--- src/rtl/memoria_pkg.sv ---
// Shared sizing for the 8x4 memoria block and the FIFO controller that drives it.
package memoria_pkg;

  localparam int MEM_DATA_W = 4;
  localparam int MEM_ADDR_W = 3;
  localparam int MEM_DEPTH  = 8;
  localparam int AF_THR_DEF = 6;
  localparam int AE_THR_DEF = 2;

  typedef logic [MEM_ADDR_W-1:0] mem_addr_t;
  typedef logic [MEM_DATA_W-1:0] mem_data_t;

endpackage

--- src/rtl/memoria_fifo_ptr.sv ---
// Wrap-bit FIFO pointer: low ADDR_W bits address memory, MSB flips on each wrap.
module memoria_fifo_ptr
  import memoria_pkg::*;
#(
  parameter int ADDR_W = MEM_ADDR_W
) (
  input  logic            clk,
  input  logic            reset,
  input  logic            i_inc,
  output logic [ADDR_W:0] o_ptr
);

  logic [ADDR_W:0] r_ptr;

  always_ff @(posedge clk or posedge reset) begin
    if (reset) begin
      r_ptr <= '0;
    end else if (i_inc) begin
      r_ptr <= r_ptr + {{ADDR_W{1'b0}}, 1'b1};
    end
  end

  assign o_ptr = r_ptr;

endmodule

--- src/rtl/memoria_fifo_ctrl.sv ---
// FIFO controller for the memoria dual-port RAM: port A pushes, port B pops,
// with registered occupancy/flags and a two-stage read-valid pipeline.
module memoria_fifo_ctrl
  import memoria_pkg::*;
#(
  parameter int DATA_W = MEM_DATA_W,
  parameter int ADDR_W = MEM_ADDR_W,
  parameter int DEPTH  = MEM_DEPTH,
  parameter int AF_THR = AF_THR_DEF,
  parameter int AE_THR = AE_THR_DEF
) (
  input  logic              clk,
  input  logic              reset,
  input  logic              push,
  input  logic [DATA_W-1:0] wr_data,
  input  logic              pop,
  output logic [DATA_W-1:0] rd_data,
  output logic              rd_valid,
  output logic              full,
  output logic              empty,
  output logic              almost_full,
  output logic              almost_empty,
  output logic [ADDR_W:0]   fifo_cnt,
  output logic              overflow,
  output logic              underflow,
  output logic [ADDR_W-1:0] AddrA,
  output logic              rwA,
  output logic [DATA_W-1:0] DataInA,
  output logic [ADDR_W-1:0] AddrB,
  output logic              rwB,
  input  logic [DATA_W-1:0] DataOutB
);

  localparam logic [ADDR_W:0] LP_DEPTH = (ADDR_W+1)'(DEPTH);
  localparam logic [ADDR_W:0] LP_AF    = (ADDR_W+1)'(AF_THR);
  localparam logic [ADDR_W:0] LP_AE    = (ADDR_W+1)'(AE_THR);

  logic [ADDR_W:0]   w_wr_ptr;
  logic [ADDR_W:0]   w_rd_ptr;
  logic [ADDR_W:0]   w_cnt_nxt;
  logic              w_push_ok;
  logic              w_pop_ok;

  logic [ADDR_W:0]   r_cnt;
  logic              r_full;
  logic              r_empty;
  logic              r_af;
  logic              r_ae;
  logic              r_ovf;
  logic              r_udf;
  logic [ADDR_W-1:0] r_addr_a;
  logic [DATA_W-1:0] r_din_a;
  logic              r_rw_a;
  logic [ADDR_W-1:0] r_addr_b;
  logic              r_pop_d1;
  logic              r_rd_valid;

  // A push into a full FIFO still goes through when a pop frees the slot at the same edge.
  assign w_push_ok = push & (~r_full | w_pop_ok);
  assign w_pop_ok  = pop & ~r_empty;

  memoria_fifo_ptr #(.ADDR_W(ADDR_W)) u_wr_ptr (
    .clk   (clk),
    .reset (reset),
    .i_inc (w_push_ok),
    .o_ptr (w_wr_ptr)
  );

  memoria_fifo_ptr #(.ADDR_W(ADDR_W)) u_rd_ptr (
    .clk   (clk),
    .reset (reset),
    .i_inc (w_pop_ok),
    .o_ptr (w_rd_ptr)
  );

  // Occupancy follows from the next pointer pair; the wrap bit makes 0 and DEPTH distinct.
  assign w_cnt_nxt = (w_wr_ptr + {{ADDR_W{1'b0}}, w_push_ok})
                   - (w_rd_ptr + {{ADDR_W{1'b0}}, w_pop_ok});

  always_ff @(posedge clk or posedge reset) begin
    if (reset) begin
      r_cnt      <= '0;
      r_full     <= 1'b0;
      r_empty    <= 1'b1;
      r_af       <= 1'b0;
      r_ae       <= 1'b1;
      r_ovf      <= 1'b0;
      r_udf      <= 1'b0;
      r_addr_a   <= '0;
      r_din_a    <= '0;
      r_rw_a     <= 1'b0;
      r_addr_b   <= '0;
      r_pop_d1   <= 1'b0;
      r_rd_valid <= 1'b0;
    end else begin
      r_cnt   <= w_cnt_nxt;
      r_full  <= (w_cnt_nxt == LP_DEPTH);
      r_empty <= (w_cnt_nxt == '0);
      r_af    <= (w_cnt_nxt >= LP_AF);
      r_ae    <= (w_cnt_nxt <= LP_AE);
      if (push & ~w_push_ok) r_ovf <= 1'b1;
      if (pop & r_empty)     r_udf <= 1'b1;
      r_rw_a <= w_push_ok;
      if (w_push_ok) begin
        r_addr_a <= w_wr_ptr[ADDR_W-1:0];
        r_din_a  <= wr_data;
      end
      if (w_pop_ok) r_addr_b <= w_rd_ptr[ADDR_W-1:0];
      // Stage 1 covers the memory's address sample, stage 2 its registered output.
      r_pop_d1   <= w_pop_ok;
      r_rd_valid <= r_pop_d1;
    end
  end

  assign fifo_cnt     = r_cnt;
  assign full         = r_full;
  assign empty        = r_empty;
  assign almost_full  = r_af;
  assign almost_empty = r_ae;
  assign overflow     = r_ovf;
  assign underflow    = r_udf;
  assign AddrA        = r_addr_a;
  assign DataInA      = r_din_a;
  assign rwA          = r_rw_a;
  assign AddrB        = r_addr_b;
  assign rwB          = 1'b0;
  assign rd_valid     = r_rd_valid;
  assign rd_data      = r_rd_valid ? DataOutB : '0;

endmodule
--- config.mk ---
export PLATFORM = sky130hd
export DESIGN_NAME = memoria_fifo_ctrl
export DESIGN_NICKNAME = d
export VERILOG_FILES = /design/src/rtl/memoria_pkg.sv /design/src/rtl/memoria_fifo_ptr.sv /design/src/rtl/memoria_fifo_ctrl.sv
export SDC_FILE = /design/constraint.sdc
export NUM_CORES = 1
export LEC_CHECK = 0
export ABC_AREA = 0
export BUFFER_PORTS_ARGS = -buffer_cell sky130_fd_sc_hd__buf_2
export CORE_MARGIN = 2
export CORE_UTILIZATION = 40
export CTS_CLUSTER_SIZE = 16
export DETAILED_ROUTE_END_ITERATION = 10
export SYNTH_ARGS = -nofsm -noshare
export SYNTH_HDL_FRONTEND = slang
export SYNTH_HIERARCHICAL = 1
export SYNTH_SLANG_ARGS = --single-unit
--- constraint.sdc ---
create_clock -name clk -period 3.95 [get_ports clk]
set_input_delay 1.185 -clock clk [delete_from_list [all_inputs] [get_ports clk]]
set_output_delay 1.185 -clock clk [all_outputs]
set_load 0.01 [all_outputs]
After elaboration in Yosys (flattened, before gate mapping) --
Index checks and enable logic that the tools add are counted. Widths: inputs -> output; s select.
Operators by class: add/sub/neg operators 5, magnitude comparators 2, equal/unequal tests 1, mux-type cells 1, bitwise gates (word level) 8, reduce and logical (&&, ||, !) cells 1
Operators with widths (number):
- $add 4x1->4 | 2
- $add 4x1->4 const B | 2
- $and 1x1->1 | 4
- $eq 4x4->1 const B | 1
- $ge 4x3->1 const B | 1
- $le 4x2->1 const B | 1
- $logic_not 4->1 | 1
- $mux 4 | 1
- $sub 4x4->4 | 1
- $not 1->1 | 3
- $or 1x1->1 | 1
Storage, ports and cells: register bits after elaboration 31, bits of input ports 12, logic and storage cells 33

Longest topological paths before layout --
depth after elaboration 7, mapped depth 12, depth with buffers taken out 11

By module --
Netlist, hierarchy kept.
By module, submodules not included:
- memoria_fifo_ctrl | instances 1, cells each 72, area each 1031.0 um2
- memoria_fifo_ptr | instances 2, cells each 12, area each 163.9 um2

Least setup slack after synthesis --
No wires, ideal clock.
path kind in2reg, from in pop, to reg r_full (netlist: full), setup time 94 ps, arrival time 3409 ps, data required time 3856 ps, path slack 447 ps, cell stages on the path 10, path buffers 1, path through nand2b_1 buf_4 fa_1 fa_1 ha_1 inv_1 fa_1 xnor2_4 xnor2_4 nor4b_4
Between the ends: cells in the longest elaborated chain, start to end 6, elaborated cells on any way between the ends 7, classes of those cells 3 x add/sub; 1 x eq/ne; 3 x bitwise
RTL lines:
- start, declared | line memoria_fifo_ctrl.sv:16 | input logic pop,
- $and 1x1->1 (*) | line memoria_fifo_ctrl.sv:60 | assign w_pop_ok = pop & ~r_empty;
- $or 1x1->1 | line memoria_fifo_ctrl.sv:59 | assign w_push_ok = push & (~r_full | w_pop_ok);
- $and 1x1->1 | line memoria_fifo_ctrl.sv:59
- $add 4x1->4 | line memoria_fifo_ctrl.sv:77 | assign w_cnt_nxt = (w_wr_ptr + {{ADDR_W{1'b0}}, w_push_ok})
- $sub 4x4->4 (*) | line memoria_fifo_ctrl.sv:78 | - (w_rd_ptr + {{ADDR_W{1'b0}}, w_pop_ok});
- named net w_cnt_nxt[3] | line memoria_fifo_ctrl.sv:40 | logic [ADDR_W:0] w_cnt_nxt;
- $eq 4x4->1 (*) | line memoria_fifo_ctrl.sv:97 | r_full <= (w_cnt_nxt == LP_DEPTH);
- end signal, assigned | line memoria_fifo_ctrl.sv:97
- end, declared | line memoria_fifo_ctrl.sv:45 | logic r_full;
Mark *: on every way through the listed nets, which the timed path passes. The rest lies on a longest branch. A chain may end at the register's enable or synchronous reset.

Worst setup path in the final report --
Ends and elaborated chain as after synthesis.

==> impl_metrics.toml <==
[critical_path]
r2r-end = "full"
path_cells = "buf_2, nand2b_1, fa_1, fa_1, ha_1, inv_1, fa_1, xnor2_4, xnor2_4, nor4b_4"
crit_path_end_kind = "register"
cp_slowest_cell = "fa_1"
crit_path_max_fanout = 5
critPathRequiredTime_ps = 4200
cpMostUsedCell = "fa_1"
cp_num_cells = 10
start_kind = "primary input"
slowest_delay_ps = 500
endpoint = "full"
critical_path.top_delay_family = "adder cells"
reg2reg_depth = 9
startpoint = "pop"
reg2reg_slack_ps = 1180
worstSetupPathType = "primary input to register"
critical_path_buf_inv_count = 2
cp.arrival_ps = 3500
timing.rr.start = "empty"

[die]
dieArea_sq_mm = 0.00388
design.core.area_sq_mm = 0.00331
die_w_um = 62.3
ios = 39
die_h_um = 62.3
start_util_pct = 41.0
rows = 21

[global_route]
antenna_found_initial = 0
grt-ovfl-total = 0
grt_pass1_vias = 831
track_usage_pct = 13.4
grt_pass1_wl_mm = 3.94
grt_start_max_net_pins = 24

[finish]
finalNonFillerCells = 186
final_common_cell = "buf_2"
fin_nets = 159
fin_area_sq_mm = 0.00168
nFillCells = 317
layout-drive-gt1-share_pct = 40.7
syn_to_final_growth_pct = 23.7
final_cell_mix = "buf_2 (37), dfrtp_1 (29), inv_1 (11)"
num_antenna_cells = 0

[sta]
maxSlewViolCount = 0
rsz0062_at_grt = "false"
clock_skew_ps = 7.50
min_period_ps = 3240
fmax_mhz = 308
final-setup-viol-count = 0
tightest_slew_ps = 844
final.setup.tns_ps = 0
hold_viol_final = 0
fin_crit_sh_pct = 82.1
slew-limit-headroom_pct = 43.7

[logic_synthesis]
synth.cell_area_sq_mm = 0.00136
yosysWarnings = 6
syn_inst = 96
syn_nets = 116
syn_avg_cell_area_sq_um = 14.2
seq_area_frac_synth_pct = 57.3
ys_ff_latch = 31
ys_types = 25

[clock_network]
cts_sinks = 31
clock_path_buffers = 2
cts_setup_buffers = 0
cts_tree = "built"
post_cts_resized = 0
cts-root-buf = "clkbuf_4"
path_clk_slew_ps = 90
postCtsHoldBufs = 0
htree_levels = 2
clkLatencyLatePin_ps = 330
numCtsBuffers = 5

[placed_design]
placed_area_sq_mm = 0.00159
port_buffers = 37
dpl.cell_count = 178
place_congestion = 0.751
dp_hpwl_mm = 1.60

[job]
drv_cap = 0

[pwr]
p_int_mw = 1.07
peakVddDrop_v = 0.000507
p_sw_share_pct = 36.9
combPwrFrac_pct = 52.8
power_density_mw_per_mm2 = 1010
pwr-share-clk_pct = 15.1
p_sw_mw = 0.627
p_leak_nw = 0.838
seq_power_share_pct = 32.0

[route]
wl_mm = 2.09
num_vias = 823
ant_nets = 0
drtIter0Drc = 12
drcViolationCount = 0
first_pass_iters = 4
routed_via_density = 4.42
wl_per_cell_um = 11.2

[outcome]
status = "complete, no violations"

[min_path]
hp-class = "register to register"
==> stage by stage <==
stage	util, %	power [mW]	hold slack [ps]	setup WS [ps]
floorplan	-	1.27	331	447
global placement	48.1	1.44	332	420
detailed placement	48.1	1.46	343	346
CTS	50.8	1.73	364	700
global route	50.8	1.86	372	580
finish	50.8	1.70	360	706
==> cells by family after synthesis <==
kind of cell,share of synthesized area (%)
AOI/OAI and AO/OA,4.24
xor gates and xnor gates,9.67
adders and majority gates,9.02
buffers and inverters,4.70
DFF,57.3
muxes,7.46
other,0.276
and+or+nand+nor,7.37
==> sequential cells by signal (all words and copies together), names as in the netlist <==
signal	count
underflow	1
empty	1
AddrA	3
rd_valid	1
DataInA	4
almost_empty	1
overflow	1
r_pop_d1	1
fifo_cnt	4
full	1
u_wr_ptr/o_ptr	4
rwA	1
u_rd_ptr/o_ptr	4
AddrB	3
almost_full	1
==> power groups by stage <==
| stage | clock network [mW] | logic, mW | registers [mW] |
|---|---|---|---|
| global placement | 0 | 0.885 | 0.551 |
| CTS | 0.265 | 0.914 | 0.547 |
| global route | 0.282 | 1.01 | 0.566 |
| detailed placement | 0 | 0.906 | 0.554 |
| finish | 0.258 | 0.899 | 0.545 |
| floorplan | 0 | 0.687 | 0.582 |
==> worst min path at each step <==
stage               endpoint  startpoint  cells past startpoint  slack, ps
finish              rd_valid    r_pop_d1                      0        360
global route        rd_valid    r_pop_d1                      0        370
CTS                 rd_valid    r_pop_d1                      0        360
detailed placement  rd_valid    r_pop_d1                      0        340
global placement    rd_valid    r_pop_d1                      0        330
floorplan           rd_valid    r_pop_d1                      0        330
==> area by class of cell <==
class	count	area [sq um]	share of cell area (%)
sequential	31	778	46.3
multi-input combinational	50	517	30.8
timing repair buffer	38	193	11.5
tap	46	57.6	3.43
clock buffer	6	51.3	3.05
inverter	13	48.8	2.90
clock inverter	2	35.0	2.08
==> metal layers <==
metal  part of all wire [%]  track usage, %
met1                     44            15.6
met3                    9.5            6.34
met5                      0               0
met4                    2.5            7.50
met2                     44            20.5
==> worst register-to-register path: cells and delay by family, from the launching register on <==
family	cells	cell delay, ps
fa+ha+maj	4	1480
xor+xnor	2	390
flops	1	380
simple gates	2	380
buf+inv	1	50
==> cells in the mapped netlist (all sizes together) <==
cell / count / share of area, %
inv: 13 / 3.6
a31o: 1 / 0.64
and2: 4 / 1.8
xor2: 2 / 1.3
a211oi: 1 / 0.55
xnor3: 1 / 1.7
mux2: 9 / 7.5
ha: 5 / 4.6
nand2b: 1 / 0.46
o21ai: 3 / 1.9
nand4: 2 / 0.92
nand2: 7 / 1.9
nor4b: 1 / 1.7
dfrtp: 29 / 53
fa: 3 / 4.4
dfstp: 2 / 3.9
nor4: 1 / 0.46
conb: 1 / 0.28
a21o: 2 / 1.1
xnor2: 6 / 6.6
buf: 2 / 1.1
No activity file was read; power rests on OpenSTA's default activity.
